**src/rtl/delta_pkg.sv**
```systemverilog
// rtl/delta_pkg.sv - output mode encoding shared by the delta frame stream
package delta_pkg;

  typedef enum logic [1:0] {
    PASS = 2'b00,
    ABS  = 2'b01,
    MASK = 2'b10,
    RSVD = 2'b11
  } mode_t;

  localparam mode_t MODE_RESET = ABS;

endpackage

```
**src/rtl/delta_frame_lane.sv**
```systemverilog
// rtl/delta_frame_lane.sv - one lane: abs diff + threshold compare, and the output mode mux
module delta_frame_lane
  import delta_pkg::*;
#(
  parameter int INPUT_WIDTH = 10
) (
  input  logic [INPUT_WIDTH-1:0] i_curr,
  input  logic [INPUT_WIDTH-1:0] i_base,
  input  logic [INPUT_WIDTH-1:0] i_threshold,
  output logic [INPUT_WIDTH-1:0] o_diff,
  output logic                   o_changed,
  input  logic [1:0]             i_mux_mode,
  input  logic [INPUT_WIDTH-1:0] i_mux_curr,
  input  logic [INPUT_WIDTH-1:0] i_mux_diff,
  input  logic                   i_mux_changed,
  output logic [INPUT_WIDTH-1:0] o_delta,
  output logic                   o_mask
);

  mode_t w_mode;

  // Stage-1 half: subtract the smaller from the larger so the result never wraps.
  always_comb begin
    if (i_curr >= i_base) o_diff = i_curr - i_base;
    else                  o_diff = i_base - i_curr;
  end

  assign o_changed = (o_diff > i_threshold);

  // Stage-2 half works on the registered stage-1 values; RSVD falls through as ABS.
  assign w_mode = mode_t'(i_mux_mode);

  always_comb begin
    o_delta = i_mux_diff;
    o_mask  = i_mux_changed;
    case (w_mode)
      PASS: begin
        o_delta = i_mux_curr;
        o_mask  = 1'b0;
      end
      MASK:    o_delta = i_mux_changed ? '1 : '0;
      default: ;
    endcase
  end

endmodule

```
**src/rtl/delta_frame_stream.sv**
```systemverilog
// rtl/delta_frame_stream.sv - two-stage multi-lane delta pipeline with per-frame changed-pixel count
module delta_frame_stream
  import delta_pkg::*;
#(
  parameter int INPUT_WIDTH = 10,
  parameter int CHANNELS    = 1,
  parameter int COUNT_WIDTH = 20
) (
  input  logic                            clk,
  input  logic                            areset,
  input  logic [1:0]                      mode,
  input  logic [INPUT_WIDTH-1:0]          threshold,
  input  logic                            in_valid,
  output logic                            in_ready,
  input  logic                            in_sof,
  input  logic                            in_eof,
  input  logic [CHANNELS*INPUT_WIDTH-1:0] base_frame,
  input  logic [CHANNELS*INPUT_WIDTH-1:0] curr_frame,
  output logic                            out_valid,
  input  logic                            out_ready,
  output logic                            out_sof,
  output logic                            out_eof,
  output logic [CHANNELS*INPUT_WIDTH-1:0] delta_frame,
  output logic [CHANNELS-1:0]             motion_mask,
  output logic [COUNT_WIDTH-1:0]          frame_count,
  output logic                            frame_count_valid
);

  localparam int DW = CHANNELS * INPUT_WIDTH;

  logic                   r_rdy_en;
  mode_t                  r_mode;
  logic [INPUT_WIDTH-1:0] r_thr;

  logic                   r1_valid, r1_sof, r1_eof;
  mode_t                  r1_mode;
  logic [DW-1:0]          r1_diff, r1_curr;
  logic [CHANNELS-1:0]    r1_chg;

  logic                   r2_valid, r2_sof, r2_eof;
  logic [DW-1:0]          r2_delta;
  logic [CHANNELS-1:0]    r2_mask;

  logic [COUNT_WIDTH-1:0] r_acc, r_frame_count;
  logic                   r_fcv;

  logic                   w_in_ready, w_in_fire, w_out_fire, w_s1_adv, w_s2_ready;
  mode_t                  w_cfg_mode;
  logic [INPUT_WIDTH-1:0] w_cfg_thr;
  logic [DW-1:0]          w_diff, w_delta;
  logic [CHANNELS-1:0]    w_chg, w_mask;
  logic [COUNT_WIDTH:0]   w_pop, w_sum_ext;
  logic [COUNT_WIDTH-1:0] w_acc_base, w_sum;

  assign w_s2_ready = ~r2_valid | out_ready;
  assign w_s1_adv   = r1_valid & w_s2_ready;
  // r_rdy_en keeps in_ready low through reset and rises on the first edge after release.
  assign w_in_ready = r_rdy_en & (~r1_valid | w_s1_adv);
  assign w_in_fire  = in_valid & w_in_ready;
  assign w_out_fire = r2_valid & out_ready;

  // The sof beat itself already uses the freshly presented configuration.
  assign w_cfg_mode = in_sof ? mode_t'(mode) : r_mode;
  assign w_cfg_thr  = in_sof ? threshold : r_thr;

  for (genvar g = 0; g < CHANNELS; g++) begin : g_lane
    delta_frame_lane #(
      .INPUT_WIDTH(INPUT_WIDTH)
    ) u_lane (
      .i_curr        (curr_frame[g*INPUT_WIDTH +: INPUT_WIDTH]),
      .i_base        (base_frame[g*INPUT_WIDTH +: INPUT_WIDTH]),
      .i_threshold   (w_cfg_thr),
      .o_diff        (w_diff[g*INPUT_WIDTH +: INPUT_WIDTH]),
      .o_changed     (w_chg[g]),
      .i_mux_mode    (r1_mode),
      .i_mux_curr    (r1_curr[g*INPUT_WIDTH +: INPUT_WIDTH]),
      .i_mux_diff    (r1_diff[g*INPUT_WIDTH +: INPUT_WIDTH]),
      .i_mux_changed (r1_chg[g]),
      .o_delta       (w_delta[g*INPUT_WIDTH +: INPUT_WIDTH]),
      .o_mask        (w_mask[g])
    );
  end

  always_ff @(posedge clk or posedge areset) begin
    if (areset) begin
      r_rdy_en <= 1'b0;
      r_mode   <= MODE_RESET;
      r_thr    <= '0;
    end else begin
      r_rdy_en <= 1'b1;
      if (w_in_fire && in_sof) begin
        r_mode <= mode_t'(mode);
        r_thr  <= threshold;
      end
    end
  end

  always_ff @(posedge clk or posedge areset) begin
    if (areset) begin
      r1_valid <= 1'b0;
      r1_sof   <= 1'b0;
      r1_eof   <= 1'b0;
      r1_mode  <= MODE_RESET;
      r1_diff  <= '0;
      r1_curr  <= '0;
      r1_chg   <= '0;
    end else if (w_in_fire) begin
      r1_valid <= 1'b1;
      r1_sof   <= in_sof;
      r1_eof   <= in_eof;
      r1_mode  <= w_cfg_mode;
      r1_diff  <= w_diff;
      r1_curr  <= curr_frame;
      r1_chg   <= w_chg;
    end else if (w_s1_adv) begin
      r1_valid <= 1'b0;
    end
  end

  // Output register holds its contents whenever the downstream stalls.
  always_ff @(posedge clk or posedge areset) begin
    if (areset) begin
      r2_valid <= 1'b0;
      r2_sof   <= 1'b0;
      r2_eof   <= 1'b0;
      r2_delta <= '0;
      r2_mask  <= '0;
    end else if (w_s1_adv) begin
      r2_valid <= 1'b1;
      r2_sof   <= r1_sof;
      r2_eof   <= r1_eof;
      r2_delta <= w_delta;
      r2_mask  <= w_mask;
    end else if (out_ready) begin
      r2_valid <= 1'b0;
    end
  end

  always_comb begin
    w_pop = '0;
    for (int i = 0; i < CHANNELS; i++) begin
      w_pop = w_pop + {{COUNT_WIDTH{1'b0}}, r2_mask[i]};
    end
  end

  // One spare carry bit detects overflow; the total then pins at all-ones.
  assign w_acc_base = r2_sof ? '0 : r_acc;
  assign w_sum_ext  = {1'b0, w_acc_base} + w_pop;
  assign w_sum      = w_sum_ext[COUNT_WIDTH] ? '1 : w_sum_ext[COUNT_WIDTH-1:0];

  always_ff @(posedge clk or posedge areset) begin
    if (areset) begin
      r_acc         <= '0;
      r_frame_count <= '0;
      r_fcv         <= 1'b0;
    end else begin
      r_fcv <= 1'b0;
      if (w_out_fire) begin
        if (r2_eof) begin
          r_frame_count <= w_sum;
          r_fcv         <= 1'b1;
          r_acc         <= '0;
        end else begin
          r_acc <= w_sum;
        end
      end
    end
  end

  assign in_ready          = w_in_ready;
  assign out_valid         = r2_valid;
  assign out_sof           = r2_sof;
  assign out_eof           = r2_eof;
  assign delta_frame       = r2_delta;
  assign motion_mask       = r2_mask;
  assign frame_count       = r_frame_count;
  assign frame_count_valid = r_fcv;

endmodule

```
**config.mk**
```make
export PLATFORM = sky130hd
export DESIGN_NAME = delta_frame_stream
export DESIGN_NICKNAME = d
export VERILOG_FILES = /design/src/rtl/delta_pkg.sv /design/src/rtl/delta_frame_lane.sv /design/src/rtl/delta_frame_stream.sv
export SDC_FILE = /design/constraint.sdc
export NUM_CORES = 1
export LEC_CHECK = 0
export CORE_ASPECT_RATIO = 1.5
export CORE_UTILIZATION = 40
export DETAILED_ROUTE_END_ITERATION = 10
export GPL_TIMING_DRIVEN = 0
export PLACE_DENSITY = 0.72
export SLEW_MARGIN = 20
export SYNTH_ARGS = -nofsm -noshare
export SYNTH_HDL_FRONTEND = slang
export SYNTH_SLANG_ARGS = --single-unit
export TNS_END_PERCENT = 50
```
**constraint.sdc**
```tcl
create_clock -name clk -period 7.8 [get_ports clk]
set_input_delay 2.34 -clock clk [delete_from_list [all_inputs] [get_ports clk]]
set_output_delay 2.34 -clock clk [all_outputs]
set_load 0.01 [all_outputs]
```
# Word level (Yosys, flattened, before mapping)
# Cells that the tools add are included.
[word_totals]
mem_count = 0
ram_bits = 0
regBits = 94
inputBits = 38
latchBits = 0
mem_bits_ro = 0
[op_classes]
n_shift = 0
addsub = 3
n_mux = 15
reduce_logical = 5
order_cmp = 2
eq_ne = 1
div_mod_pow = 0
n_bitwise = 8
multipliers = 0
[ops]
columns = ["operator", "count"]
rows = [
  ["two-way mux 20 bit", 3],
  ["two-way mux 10 bit", 3],
  ["adder 20 x 1 -> 21 bit", 1],
  ["one-hot mux 10 bit (2 select lines)", 1],
  ["subtractor 10 bit", 2],
  ["greater-or-equal comparator 10 bit", 1],
  ["greater-than comparator 10 bit", 1],
  ["two-way mux 1 bit", 7],
  ["bitwise AND 1 bit", 4],
  ["nonzero test 2 bit", 2],
  ["== test 2 bit, second input constant", 1],
  ["zero test 2 bit", 1],
  ["two-way mux 2 bit", 1],
  ["NOT 1 bit", 2],
  ["bitwise OR 1 bit", 2],
  ["AND reduction 2 bit", 1],
  ["logical AND 1 bit", 1],
]

# Longest topological paths before layout
# Gate-level depths: netlist (run 1).
[depth]
ltp_word = 7
mapped_depth = 17

# Modules after synthesis
# From an unflattened synthesis (run 1), not the netlist that was laid out.
[unflattened]
cells_unflattened = 568
hier_area_um2 = 5721.7
[modules_own_cells]
columns = ["mod", "seq_area_each_um2", "area_per_inst_um2", "cells_each", "n_inst"]
rows = [
  ["delta_frame_stream", 2354.8, 4470.5, 388, 1],
  ["delta_frame_lane", 0.0, 1251.2, 180, 1],
]

# Least setup slack after synthesis (run 1)
# No wires, ideal clock.
[synth_path]
kind = "input-to-output"
startpoint = "input port out_ready"
endpoint = "output port in_ready"
arrival_time_ns = 2.679
path_buffers = 0
slack_ns = 2.781
required_time_ns = 5.460
path_stages = 2
cell_sequence = "nand3b_1 and2_1"
[synth_via]
elab_chain_cells = 4
[synth_rtl]
columns = ["item", "line", "rtl"]
rows = [
  ["start, declared", "delta_frame_stream.sv:20", "input logic out_ready,"],
  ["bitwise OR 1 bit", "delta_frame_stream.sv:55", "assign w_s2_ready = ~r2_valid | out_ready;"],
  ["bitwise AND 1 bit", "delta_frame_stream.sv:56", "assign w_s1_adv = r1_valid & w_s2_ready;"],
  ["bitwise OR 1 bit", "delta_frame_stream.sv:58", "assign w_in_ready = r_rdy_en & (~r1_valid | w_s1_adv);"],
  ["bitwise AND 1 bit", "delta_frame_stream.sv:58", ""],
  ["end, declared", "delta_frame_stream.sv:14", "output logic in_ready,"],
]
# Every way passes these cells.

# Worst setup path in the final report (run 1)
# Ends and elaborated chain as after synthesis.

==> metrics.csv, run 1 <==
metric;value;unit
fin_worst_skew;0.006483;ns
area.sequential;2355;um^2
cts_resized;0;
ir_worst_vdd;0.1067;mV
cp_num_buf_inv;2;
status;finished with violations;
tritoncts;done;
clock_latency;0.35;ns
drt-pass1-iter-count;10;
worstMarginPinSlew;0.7209;ns
cap_viol_max_count;0;
dp_worst_setup_slack;1.775;ns
clockRootBuffer;clkbuf_16;
synthArstFlopShare;100.0;%
finalNonFillerCells;855;
yosys.cell_types.count;68;
initial_utilization;41.12;%
die_area;14400;um^2
drive_gt1_share;8.081;%
report.final.slew_viol_count;0;
p_leak;2.989;nW
r2r_start;out_sof;
synth_edf_count;0;
ys_ff_latch;94;
core;13530;um^2
final_common_cell;dfrtp_1;
fin_nets;759;
clk_pin_slew;0.07;ns
path_class;primary input to primary output;
clockBufferDepth;2;
antenna_found_initial;0;
synthAdderAreaFrac;7.689;%
synth.mux.area_fraction;8.296;%
num_vias;4606;
rsz0062_at_grt;no;
layout_setup_ws;1.781;ns
post-route-drc-count;5;
antenna_cells;0;
path_cells;clkdlybuf4s50_1 > nand3b_1 > and2_1 > clkdlybuf4s50_1;
worst_hold_path.endpoint;r1_sof;
multi_input_area;2967;um^2
critPathSlowestCell;clkdlybuf4s50_1;
synth_warnings;0;
r2r-end;r_acc[6];
overflow;0;
fmax;0.1661;GHz
slew-limit-headroom;51.62;%
cts_num_sinks;94;
crit_top_cell;clkdlybuf4s50_1;
rows;52;
final_area;6853;um^2
hold_viol_final;0;
die_y;146.5;um
setup-violations-final;0;
rrSetupSlack;4.10;ns
pwr-share-comb;31.0;%
grt_pass1_vias;4640;
clockPowerShare;29.3;%
finalCritPeriodShare;77.17;%
hp-class;flip-flop to flip-flop;
hpwl;11120;um
synthCells;603;
worst-endpoint-required;5.46;ns
min_period;6.019;ns
fin_tns_setup;0;ns
dp_cells;839;
avgSynthCellArea;9.229;um^2
hold_buffers;0;
power_density;240.4;nW/um^2
routed_wl;14090;um
crit_arrival;3.68;ns
grt_use_total;20.39;%
crit_path_end_kind;primary output;
synth_compound_area_share;15.51;%
synth_xor_xnor_area_share;2.361;%
die_w;98.31;um
area_growth;23.13;%
drt_iter0_markers;159;
seqPwrFrac;39.8;%
crit_fanout;4;
p_sw;529.7;uW
synth_top_family_by_area;simple AND/OR/NAND/NOR gates;
htreeDepth;3;
critPathMaxStageDelay;0.54;ns
p_sw_share;32.15;%
grt_max_degree;67;
synth_nets;674;
io_pins;74;
violations;design-rule violations;
fill_cells;1285;
port_buffers;73;
r2r_cells;11;
synth_ff_type;dfrtp_1;
startpoint_type;primary input;
dpl_cell_area;6531;um^2
grt_pass1_wl;23050;um
yosysSeqAreaShare;42.31;%
synth-simple-area-share;19.38;%
cts_setup_buffers;0;
wl_per_cell;16.48;um
finalWeightedCongestion;0.8817;
path_delay_family;buffers and inverters;
layout_common_cells;dfrtp_1 (92), clkdlybuf4s50_1 (73), nand2_1 (68);
min_from;r1_sof;
cts_buffers;9;
viasPerCell;5.387;
netlist_area;5565;um^2
intPower;1.118;mW
ant_nets;0;
hold-path-cell-count;2;
## per-layer routing
| layer | GRT usage (%) | share of wire (%) |
|---|---|---|
| met1 | 21.57 | 38 |
| met2 | 39.93 | 56 |
| met3 | 2.585 | 3.3 |
| met4 | 8.209 | 2.9 |
| met5 | 0 | 0 |
## area by class of cell
type,instances,area share (%)
Buffer,28,1.972
Sequential cell,94,34.36
Clock inverter,7,1.406
Tap cell,162,2.958
Timing Repair Buffer,74,11.06
Clock buffer,9,3.286
Multi-Input combinational cell,452,43.29
Inverter,29,1.661
## synthesized netlist by cell type, types with 2 or more instances
| cell type | count | area [um^2] |
|---|---|---|
| nand2_1 | 68 | 255.2 |
| mux2_1 | 9 | 101.4 |
| clkbuf_1 | 18 | 67.56 |
| nor3b_1 | 9 | 67.56 |
| mux2_2 | 12 | 135.1 |
| a31oi_1 | 6 | 37.54 |
| and4_1 | 2 | 17.52 |
| and3_1 | 13 | 81.33 |
| o211ai_1 | 3 | 22.52 |
| a211oi_1 | 12 | 90.09 |
| a21oi_1 | 29 | 145.1 |
| nand3b_1 | 4 | 30.03 |
| xnor2_1 | 11 | 96.34 |
| and2_2 | 2 | 15.01 |
| nor3_1 | 9 | 45.04 |
| inv_1 | 27 | 101.4 |
| or2_2 | 2 | 12.51 |
| and2_1 | 6 | 37.54 |
| o21bai_1 | 4 | 30.03 |
| a22o_1 | 2 | 17.52 |
| fa_1 | 2 | 40.04 |
| o21a_1 | 5 | 37.54 |
| nor3_2 | 2 | 20.02 |
| o31ai_1 | 2 | 15.01 |
| ha_1 | 31 | 387.9 |
| buf_4 | 2 | 15.01 |
| mux2i_1 | 21 | 210.2 |
| buf_1 | 2 | 7.510 |
| o21ai_1 | 22 | 110.1 |
| dfrtp_1 | 92 | 2302 |
| nand2b_1 | 12 | 75.07 |
| nor2_1 | 65 | 244.0 |
| a211o_1 | 2 | 17.52 |
| buf_2 | 4 | 20.02 |
| nand3_1 | 13 | 65.06 |
| o21ai_0 | 33 | 165.2 |
| xor2_1 | 4 | 35.03 |
| nor2b_1 | 10 | 62.56 |
| dfstp_2 | 2 | 52.55 |
## flip-flops by register name (all words and copies together), names as in the netlist, 2 cells and up
signal,flops
r_thr,10
r_acc,20
r1_mode,2
r1_diff,10
r1_curr,10
r_mode,2
frame_count,20
delta_frame,10
## tightest hold or removal path, cell delays in order, from the launching register on
cell,delay [ns]
dfrtp_1,0.34
nand2_1,0.05
nand2_1,0.06
## per-stage QoR
stage	hold slack [ns]	total power [mW]	util, %
6_report	0.4793	1.647	50.64
5_1_grt	0.5000	1.733	50.64
4_1_cts	0.4780	1.657	50.64
3_5_place_dp	0.4636	1.176	48.26
3_3_place_gp	0.4548	1.153	48.02
2_1_floorplan	0.4401	0.9472	-
## power by group through the flow
| stage | Combinational, mW | Sequential [mW] | Clock (mW) |
|---|---|---|---|
| after detailed placement | 0.511 | 0.665 | 0 |
| after CTS | 0.514 | 0.656 | 0.487 |
| after floorplan | 0.283 | 0.664 | 0 |
| final | 0.510 | 0.655 | 0.482 |
| after global placement | 0.492 | 0.661 | 0 |
| after global routing | 0.559 | 0.669 | 0.506 |
## worst max path at each step
stage          startpoint       end  slack [ns]  cells past startpoint
2_1_floorplan   out_ready  in_ready        2.78                      2
3_3_place_gp       areset  r_thr[2]        1.62                      2
3_5_place_dp    out_ready  in_ready        1.77                      4
4_1_cts         out_ready  in_ready        1.77                      4
5_1_grt         out_ready  in_ready        1.73                      4
6_report        out_ready  in_ready        1.78                      4
## cells by family after synthesis
family          count (synthesis)
simple gates                  224
compound gates                136
flops                          94
buf+inv                        57
mux                            43
fa+ha+maj                      33
xor+xnor                       15
other cells                     1
(Power assumes the default switching activity.)
==> inputs of run 2 (changes only) <==
==> constraint.sdc (replaced) <==
create_clock -name clk -period 5.8 [get_ports clk]
set_input_delay 1.74 -clock clk [delete_from_list [all_inputs] [get_ports clk]]
set_output_delay 1.74 -clock clk [all_outputs]
set_load 0.01 [all_outputs]
==> results of run 2 <==
Same layout as run 1 (identical final DEF). Status: finished with violations: design-rule violations.
Among the figures that moved: setup slack after placement 1.775 ns -> 0.4920 ns; setup slack after layout 1.781 ns -> 0.8158 ns; start point of the critical path out_ready -> curr_frame[0]; end point of the critical path in_ready -> r1_chg; register-to-register setup slack 4.10 ns -> 2.10 ns; total power 1.647 mW -> 2.215 mW; worst IR drop on VDD 0.1067 mV -> 0.1435 mV
==> inputs of run 3 (changes only) <==
--- a/config.mk
+++ b/config.mk
@@ -6,7 +6,9 @@
 export NUM_CORES = 1
 export LEC_CHECK = 0
 export CORE_ASPECT_RATIO = 1.5
+export CORE_MARGIN = 2
 export CORE_UTILIZATION = 40
+export CTS_BUF_LIST = sky130_fd_sc_hd__clkbuf_4 sky130_fd_sc_hd__clkbuf_8
 export DETAILED_ROUTE_END_ITERATION = 10
 export GPL_TIMING_DRIVEN = 0
 export PLACE_DENSITY = 0.72
==> metrics.csv, run 3 (synthesis gave the netlist of run 1 again) <==
metric;value;unit;change
routed_wl;14040;um;-0.40%
cts_setup_buffers;0;;unchanged
wl_per_cell;16.42;um;-0.40%
crit_path_end_kind;flip-flop;;
finalNonFillerCells;855;;unchanged
grt_pass1_wl;23310;um;+1.1%
report.final.slew_viol_count;0;;unchanged
use_met1;20.89;%;-0.68 points
drive_gt1_share;8.081;%;unchanged
grt_busiest_layer;met2;;
rsz0062_at_grt;no;;
use_met2;38.15;%;-1.8 points
fin_tns_setup;0;ns;unchanged
clockBufferDepth;2;;unchanged
die_w;100.3;um;+2.0%
r2r_start;out_sof;;
die_area;14890;um^2;+3.4%
port_buffers;73;;unchanged
io_pins;74;;unchanged
ant_nets;0;;unchanged
fmax;0.2040;GHz;
layout_common_cells;dfrtp_1 (92), clkdlybuf4s50_1 (73), nand2_1 (68);;
hold_viol_final;0;;unchanged
cap_viol_max_count;0;;unchanged
area_growth;21.61;%;
viasPerCell;5.404;;+0.30%
clock_latency;0.37;ns;+0.02 ns
status;completed;;
fin_nets;759;;unchanged
grt_pass1_vias;4735;;+2.0%
final_area;6768;um^2;-1.2%
worstMarginPinSlew;0.7197;ns;-0.001207 ns
hp-class;flip-flop to flip-flop;;
p_total;2.073;mW;
hold-path-cell-count;2;;unchanged
startpoint_type;primary input;;
dp_cells;839;;unchanged
cts_num_sinks;94;;unchanged
final_util;50.01;%;-0.63 points
power_density;306.4;nW/um^2;
finalCritPeriodShare;84.51;%;
path_class;primary input to flip-flop;;
cts_resized;0;;unchanged
worst-endpoint-required;6.05;ns;
crit_fanout;10;;
grt.met3_usage;3.242;%;+0.66 points
rows;52;;unchanged
post-route-drc-count;0;;-5
hold_buffers;0;;unchanged
antenna_cells;0;;unchanged
p_leak;2.949;nW;-1.3%
antenna_found_initial;0;;unchanged
setup-violations-final;0;;unchanged
r2r_cells;11;;unchanged
worst_hold_path.endpoint;r1_curr[5];;
overflow;0;;unchanged
htreeDepth;3;;unchanged
hpwl;11140;um;+0.20%
dpl_cell_area;6531;um^2;unchanged
die_y;148.5;um;+1.4%
num_vias;4620;;+0.30%
min_period;4.902;ns;
rrSetupSlack;2.11;ns;
final_common_cell;dfrtp_1;;
min_from;r1_curr[5];;
fin_worst_skew;0.01294;ns;+0.006455 ns
ir_worst_vdd;0.1447;mV;
initial_utilization;41.12;%;unchanged
slew-limit-headroom;51.70;%;+0.081 points
drt-pass1-iter-count;6;;-4
clk_pin_slew;0.09;ns;+0.02 ns
finalWeightedCongestion;0.9049;;+2.6%
r2r-end;r_acc[9];;
grt_max_degree;80;;+19%
core;13530;um^2;unchanged
crit_arrival;5.15;ns;
clockRootBuffer;clkbuf_8;;
cts_buffers;9;;unchanged
tritoncts;done;;
grt_use_total;19.83;%;-0.56 points
drt_iter0_markers;259;;+63%
[run 3: cell type report]
class	instances	area [um^2]
repair buffers	74	758.2
clock buffers	12	158.9
plain buffers	28	135.1
clock inverters	4	77.57
fillers	1324	6765
flip-flops and latches	94	2355
well taps	162	202.7
inverters	29	113.9
multi-input cells	452	2967
[run 3: power breakdown]
group          internal [mW]  switching, mW
clock network          0.274          0.236
registers              0.788         0.0919
logic                  0.333          0.351
[run 3: how the worst max path moves through the flow]
stage	start	to
floorplan	curr_frame[0]	r1_chg
global placement	areset	r_thr[7]
detailed placement	curr_frame[0]	r1_chg
CTS	curr_frame[0]	r1_chg
global route	curr_frame[0]	r1_chg
finish	curr_frame[0]	r1_chg
[run 3: through the flow]
step	hold slack, ns	setup WS, ns
5_1_grt	0.5003	0.6078
4_1_cts	0.4835	0.8908
2_1_floorplan	0.4401	1.542
3_5_place_dp	0.4626	0.4933
6_report	0.4748	0.8984
3_3_place_gp	0.4550	0.1993
[run 3: routing by layer]
layer / wire length, um / vias up
li1: - / 2273
met1: 5333 / 2211
met2: 7803 / 111
met3: 450 / 25
met4: 449 / 0
met5: 0 / -
[run 3: critical path, cell delays in order]
cell	delay [ns]
clkdlybuf4s50_1	0.43
inv_1	0.10
ha_1	0.16
inv_1	0.06
fa_1	0.40
a21oi_1	0.25
a21o_1	0.23
a31oi_4	0.16
buf_6	0.19
o211ai_1	0.13
nand2_1	0.10
xnor2_1	0.34
ha_1	0.31
nor2b_1	0.13
o21ai_0	0.15
o211ai_1	0.10
o221ai_1	0.08
o21ai_0	0.10
